File: config.mk
export PLATFORM = sky130hd
export DESIGN_NAME = mixcolumn_iter
export DESIGN_NICKNAME = d
export VERILOG_FILES = /design/src/rtl/mixcolumn_iter.sv
export SDC_FILE = /design/constraint.sdc
export NUM_CORES = 1
export LEC_CHECK = 0
export ABC_CLOCK_PERIOD_IN_PS = 14200
export CAP_MARGIN = 5
export CELL_PAD_IN_SITES_DETAIL_PLACEMENT = 1
export CELL_PAD_IN_SITES_GLOBAL_PLACEMENT = 1
export CORE_ASPECT_RATIO = 1.2
export CORE_UTILIZATION = 44
export CTS_CLUSTER_DIAMETER = 200
export DETAILED_ROUTE_END_ITERATION = 8
export PLACE_DENSITY_LB_ADDON = 0.25
export RECOVER_POWER = 25
export SYNTH_ARGS = -nofsm -noshare
export SYNTH_HDL_FRONTEND = slang
export SYNTH_SLANG_ARGS = --single-unit
File: constraint.sdc
create_clock -name clk -period 14.2 [get_ports clk]
set_input_delay 1.42 -clock clk [delete_from_list [all_inputs] [get_ports clk]]
set_output_delay 1.42 -clock clk [all_outputs]
set_load 0.03 [all_outputs]
File: src/rtl/mixcolumn_iter.sv
// mixcolumn_iter: sequential AES MixColumns stage.
//
// Accepts a 128-bit AES state on a valid/ready handshake and transforms it
// COLS_PER_CYCLE columns per cycle over NUM_STEPS = 4/COLS_PER_CYCLE BUSY
// cycles. It then presents the result on a valid/ready output handshake.
// Column c sits at bits [127-32c -: 32], and row 0 is the MSB byte.
//
// Optional feature macro: MIXCOL_INV_EN
//   defined   - the inverse datapath is built, and in_inv picks the transform per block.
//   undefined - only the forward transform exists, and in_inv is ignored.
//
// Ports:
//   clk        rising-edge clock
//   rst        asynchronous active-high reset
//   in_valid   input block valid
//   in_ready   high only in IDLE
//   in_data    128-bit input state
//   in_inv     1 = inverse MixColumns (sampled with in_data)
//   out_valid  result valid (DONE)
//   out_ready  downstream accepts the result
//   out_data   transformed state
//   busy       high in BUSY or DONE
module mixcolumn_iter #(
    parameter int COLS_PER_CYCLE = 1
) (
    input  logic         clk,
    input  logic         rst,
    input  logic         in_valid,
    output logic         in_ready,
    input  logic [127:0] in_data,
    input  logic         in_inv,
    output logic         out_valid,
    input  logic         out_ready,
    output logic [127:0] out_data,
    output logic         busy
);

    localparam int NUM_STEPS = 4 / COLS_PER_CYCLE;
    localparam int STEP_W    = (NUM_STEPS > 1) ? $clog2(NUM_STEPS) : 1;
    localparam logic [STEP_W-1:0] STEP_ZERO = STEP_W'(0);
    localparam logic [STEP_W-1:0] STEP_ONE  = STEP_W'(1);
    localparam logic [STEP_W-1:0] STEP_LAST = STEP_W'(NUM_STEPS - 1);

    if (!(COLS_PER_CYCLE == 1 || COLS_PER_CYCLE == 2 || COLS_PER_CYCLE == 4)) begin : g_bad_cols
        $error("mixcolumn_iter: COLS_PER_CYCLE must be 1, 2 or 4");
    end

    typedef enum logic [1:0] {
        ST_IDLE = 2'd0,
        ST_BUSY = 2'd1,
        ST_DONE = 2'd2
    } state_e;

    // Multiply by 2 in GF(2^8), reduced by x^8+x^4+x^3+x+1.
    function automatic logic [7:0] xtime(input logic [7:0] b);
        return {b[6:0], 1'b0} ^ (b[7] ? 8'h1b : 8'h00);
    endfunction

    // Forward column transform: b_r = 2a_r ^ 3a_(r+1) ^ a_(r+2) ^ a_(r+3).
    function automatic logic [31:0] mix_fwd(input logic [31:0] col);
        logic [7:0] a [4];
        logic [7:0] b [4];
        for (int r = 0; r < 4; r++) begin
            a[r] = col[31-8*r -: 8];
        end
        for (int r = 0; r < 4; r++) begin
            b[r] = xtime(a[r]) ^ xtime(a[(r+1)%4]) ^ a[(r+1)%4] ^ a[(r+2)%4] ^ a[(r+3)%4];
        end
        return {b[0], b[1], b[2], b[3]};
    endfunction

`ifdef MIXCOL_INV_EN
    // Inverse column transform: b_r = 0E a_r ^ 0B a_(r+1) ^ 0D a_(r+2) ^ 09 a_(r+3).
    // The 9/B/D/E products are built from the x2/x4/x8 terms of chained xtime.
    function automatic logic [31:0] mix_inv(input logic [31:0] col);
        logic [7:0] a  [4];
        logic [7:0] x2 [4];
        logic [7:0] x4 [4];
        logic [7:0] x8 [4];
        logic [7:0] b  [4];
        for (int r = 0; r < 4; r++) begin
            a[r]  = col[31-8*r -: 8];
            x2[r] = xtime(a[r]);
            x4[r] = xtime(x2[r]);
            x8[r] = xtime(x4[r]);
        end
        for (int r = 0; r < 4; r++) begin
            b[r] = (x8[r] ^ x4[r] ^ x2[r])
                 ^ (x8[(r+1)%4] ^ x2[(r+1)%4] ^ a[(r+1)%4])
                 ^ (x8[(r+2)%4] ^ x4[(r+2)%4] ^ a[(r+2)%4])
                 ^ (x8[(r+3)%4] ^ a[(r+3)%4]);
        end
        return {b[0], b[1], b[2], b[3]};
    endfunction
`endif

    state_e              state_q;
    logic [STEP_W-1:0]   step_q;
    logic [127:0]        data_q;
    logic [127:0]        res_q;
    logic [127:0]        res_d;
    logic                in_ready_q;
    logic                out_valid_q;
    logic                busy_q;
    logic [1:0]          col_idx_s [COLS_PER_CYCLE];
    logic [31:0]         col_in_s  [COLS_PER_CYCLE];
    logic [31:0]         col_out_s [COLS_PER_CYCLE];

`ifdef MIXCOL_INV_EN
    logic                inv_q;
`else
    logic                unused_inv_s;
    assign unused_inv_s = in_inv;
`endif

    // Column datapath: C copies, each picks column step*C+k from the latched state.
    always_comb begin
        for (int k = 0; k < COLS_PER_CYCLE; k++) begin
            col_idx_s[k] = 2'(int'(step_q) * COLS_PER_CYCLE + k);
            case (col_idx_s[k])
                2'd0:    col_in_s[k] = data_q[127:96];
                2'd1:    col_in_s[k] = data_q[95:64];
                2'd2:    col_in_s[k] = data_q[63:32];
                2'd3:    col_in_s[k] = data_q[31:0];
                default: col_in_s[k] = 32'h0000_0000;
            endcase
`ifdef MIXCOL_INV_EN
            col_out_s[k] = inv_q ? mix_inv(col_in_s[k]) : mix_fwd(col_in_s[k]);
`else
            col_out_s[k] = mix_fwd(col_in_s[k]);
`endif
        end
    end

    // Result merge: overwrite only the columns handled this step.
    always_comb begin
        logic [31:0] col_v;
        res_d = res_q;
        for (int c = 0; c < 4; c++) begin
            col_v = res_q[127-32*c -: 32];
            for (int k = 0; k < COLS_PER_CYCLE; k++) begin
                col_v = (col_idx_s[k] == 2'(c)) ? col_out_s[k] : col_v;
            end
            res_d[127-32*c -: 32] = col_v;
        end
    end

    // Control FSM with registered handshake/status outputs and datapath registers.
    always_ff @(posedge clk or posedge rst) begin
        if (rst) begin
            state_q     <= ST_IDLE;
            step_q      <= STEP_ZERO;
            data_q      <= 128'h0;
            res_q       <= 128'h0;
            in_ready_q  <= 1'b1;
            out_valid_q <= 1'b0;
            busy_q      <= 1'b0;
`ifdef MIXCOL_INV_EN
            inv_q       <= 1'b0;
`endif
        end else begin
            case (state_q)
                ST_IDLE: begin
                    if (in_valid && in_ready_q) begin
                        data_q     <= in_data;
`ifdef MIXCOL_INV_EN
                        inv_q      <= in_inv;
`endif
                        step_q     <= STEP_ZERO;
                        state_q    <= ST_BUSY;
                        in_ready_q <= 1'b0;
                        busy_q     <= 1'b1;
                    end
                end
                ST_BUSY: begin
                    res_q <= res_d;
                    if (step_q == STEP_LAST) begin
                        step_q      <= STEP_ZERO;
                        state_q     <= ST_DONE;
                        out_valid_q <= 1'b1;
                    end else begin
                        step_q <= step_q + STEP_ONE;
                    end
                end
                ST_DONE: begin
                    if (out_ready) begin
                        state_q     <= ST_IDLE;
                        out_valid_q <= 1'b0;
                        in_ready_q  <= 1'b1;
                        busy_q      <= 1'b0;
                    end
                end
                default: begin
                    state_q     <= ST_IDLE;
                    step_q      <= STEP_ZERO;
                    in_ready_q  <= 1'b1;
                    out_valid_q <= 1'b0;
                    busy_q      <= 1'b0;
                end
            endcase
        end
    end

    assign in_ready  = in_ready_q;
    assign out_valid = out_valid_q;
    assign out_data  = res_q;
    assign busy      = busy_q;

endmodule

==> impl_results.md <==
* Reg clk slew, reported paths at 60 ps
* Row cnt at 65
* Initial antenna violation count at 0
* Total track usage at 25.0%
* CTS Buf Count at 28
* Post-Syn Area at 11900 sq um
* RSZ-0062 raised after global routing: false
* Synth Area in Compound Gates at 11.6%
* Vias at 8222
* Area leader, netlist: dfrtp_1
* Synth Area per Inst at 12.6 sq um
* Required time at the worst-slack endpoint at 14720 ps
* Mapped Cells at 944
* CP max-delay cell: clkinvlp_2
* Vias in the first global route at 9043
* PostCTS Resize Cnt at 0
* Seq/Total Area, Yosys at 55.5%
* Rel. slew slack at -266%
* Clock Sinks at 263
* Largest family of logic cells by synthesized area: multiplexers
* Status: finished with violations
* Longest Clk Path Bufs at 3
* IO Port Bufs at 262
* RePlAce Congestion at 0.763
* CP arrival at 6230 ps
* Chip width at 152 um
* Fin crit share at 40.2%
* Routed wire length per instance at 22.2 um
* H-tree Lvls at 1
* Tmin final at 5700 ps
* Crit path cell chain: dlygate4sd3_1 > clkinvlp_2 > buf_4
* Root buffer cell: clkbuf_16
* Routed Antenna Nets at 0
* Iteration-0 DRC Markers at 381
* Max Cap Viol at 4
* 1st-pass router iterations at 4
* Syn Nets at 1082
* Die height at 182 um
* CTS tree: done
* Final setup TNS at 0 ps
* Clock latency on the worst-skew pair at 540 ps
* Initial core utilization at 45.0%
* Die ar. at 27600 sq um
* XOR/XNOR Fraction of Synth Area at 11.0%
* Nets at 1323
* Async set-reset flop share out of synthesis at 100%
* Synth Area in Adders at 0.527%
* Failing checks: max-capacitance violations, max-slew violations
* Fin. max-slew vios at 255
* Max stage delay on crit path at 3030 ps
* Largest net degree at the start of global routing at 123
* Drt drc at 0
* Post-synthesis to final-layout area growth at 31.6%
* Setup violators final at 0
* WL final at 34300 um
* First-pass GRT wire length at 53400 um
* Dominant cells by area after synthesis: dfrtp_1, mux2_2, xnor3_1, nand2_1, o21ai_0
* Most common cell in the netlist: dfrtp_1
* # Post-CTS Setup Buffers at 0
* Netlist cell types at 32
* Critical Path End Type: async pin
* Congestion Overflow GR at 0
* Crit Path Max Fanout at 122
* Placed wire-length estimate at 23400 um
* Final hold violation count at 0
* Clock skew at 10.1 ps
* Area share of the largest cell type after synthesis at 55.3%
* Post-synthesis mux area share at 12.1%
* Post-synth EDFFs at 0
* Worst Tran Pin Value at 5450 ps
* Simple-gate share of the synthesized area at 6.42%
* Flops & latches, synth at 263
* # hold bufs at CTS at 0
* FMAX at 175 MHz
* Most instantiated cells after synthesis: dfrtp_1, nand2_1, mux2_2, o21ai_0, o21ai_1
* Min-delay worst type: register to register
* Share of cells above drive strength 1 at 18.1%
* Fillers at 2657
* Core ar. at 26400 sq um
* Yosys warnings at 0
* Top_reg_cell synth: dfrtp_1
* DR vias/cell at 5.33
* Io pins at 264
* Setup CP Type: primary input to async pin
* Startpoint types: primary input
critical path, delay by kind of cell:
family	cells	cell delay, ps
buf+inv	3	4710
sequential cells by signal (all words and copies together) (netlist names):
name	flops
state_q	2
step_q	2
out_data	128
in_ready	1
busy	1
out_valid	1
data_q	128
cell usage in the layout (no fill, tap or decap), drive strengths merged, types with 5 or more instances in the layout:
cell           instances
ha                     5
nor2b                 31
nand2                140
buf                    6
mux2                 126
dfrtp                262
xnor3                 36
xor3                   8
clkbuf                50
o21ai                133
nor2                   7
inv                    6
clkdlybuf4s50        260
xnor2                 16
xor2                  11
a21oi                 62
a22oi                 30
per-layer routing:
metal	GRT usage [%]	up-vias	wire, um
met5	0	-	0
met4	5.36	0	637
met3	6.21	41	2540
met2	42.2	204	16700
met1	32.4	4228	14400
li1	-	3749	-
path summary, 6_finish.rpt:
kind	start	endpoint	slack (ps)	cells past startpoint
worst min-delay path	out_data[52]	out_data[52]	480	2
max in group clk	in_valid	data_q[49]	9670	6
worst max register to register	step_q[0]	out_data[23]	9840	6
worst max-delay path	rst	out_data[56]	8500	3
min in group asynchronous	rst	out_data[69]	3020	2
worst min register to register	out_data[52]	out_data[52]	480	2
layout make-up:
type                            count  area, sq um  area share, %
Clock buffer                       47          883           5.66
Sequential cell                   263         6580           42.2
Antenna cell                        2         5.00         0.0321
Multi-Input combinational cell    615         4960           31.8
Clock inverter                      5         56.3          0.361
Inverter                            6         23.8          0.152
Timing Repair Buffer              271         2680           17.2
Tap cell                          335          419           2.68
kinds of logic after synthesis:
kind of cell,Yosys count
AO/OA/AOI/OAI,230
XOR/XNOR,71
adder cells (fa/ha/maj),5
buffers and inverters,66
flip-flops,263
multiplexers,128
AND/OR/NAND/NOR,181
through the flow:
stage / std cells / worst slack [ps] / hold slack, ps / instance area (sq um) / utilization (%)
6_report: 1544 / 8500 / 479 / 15600 / 59.2
4_1_cts: 1542 / 10570 / 483 / 15600 / 59.3
5_1_grt: 1542 / 7540 / 504 / 15600 / 59.2
3_5_place_dp: 1490 / 10130 / 469 / 14700 / 55.8
2_1_floorplan: 944 / 5540 / 480 / 11900 / -
3_3_place_gp: 1490 / 10160 / 462 / 14700 / 55.8
Power is not shown: default switching activity piles up to over one toggle a cycle in this logic, so the estimate is an artifact.
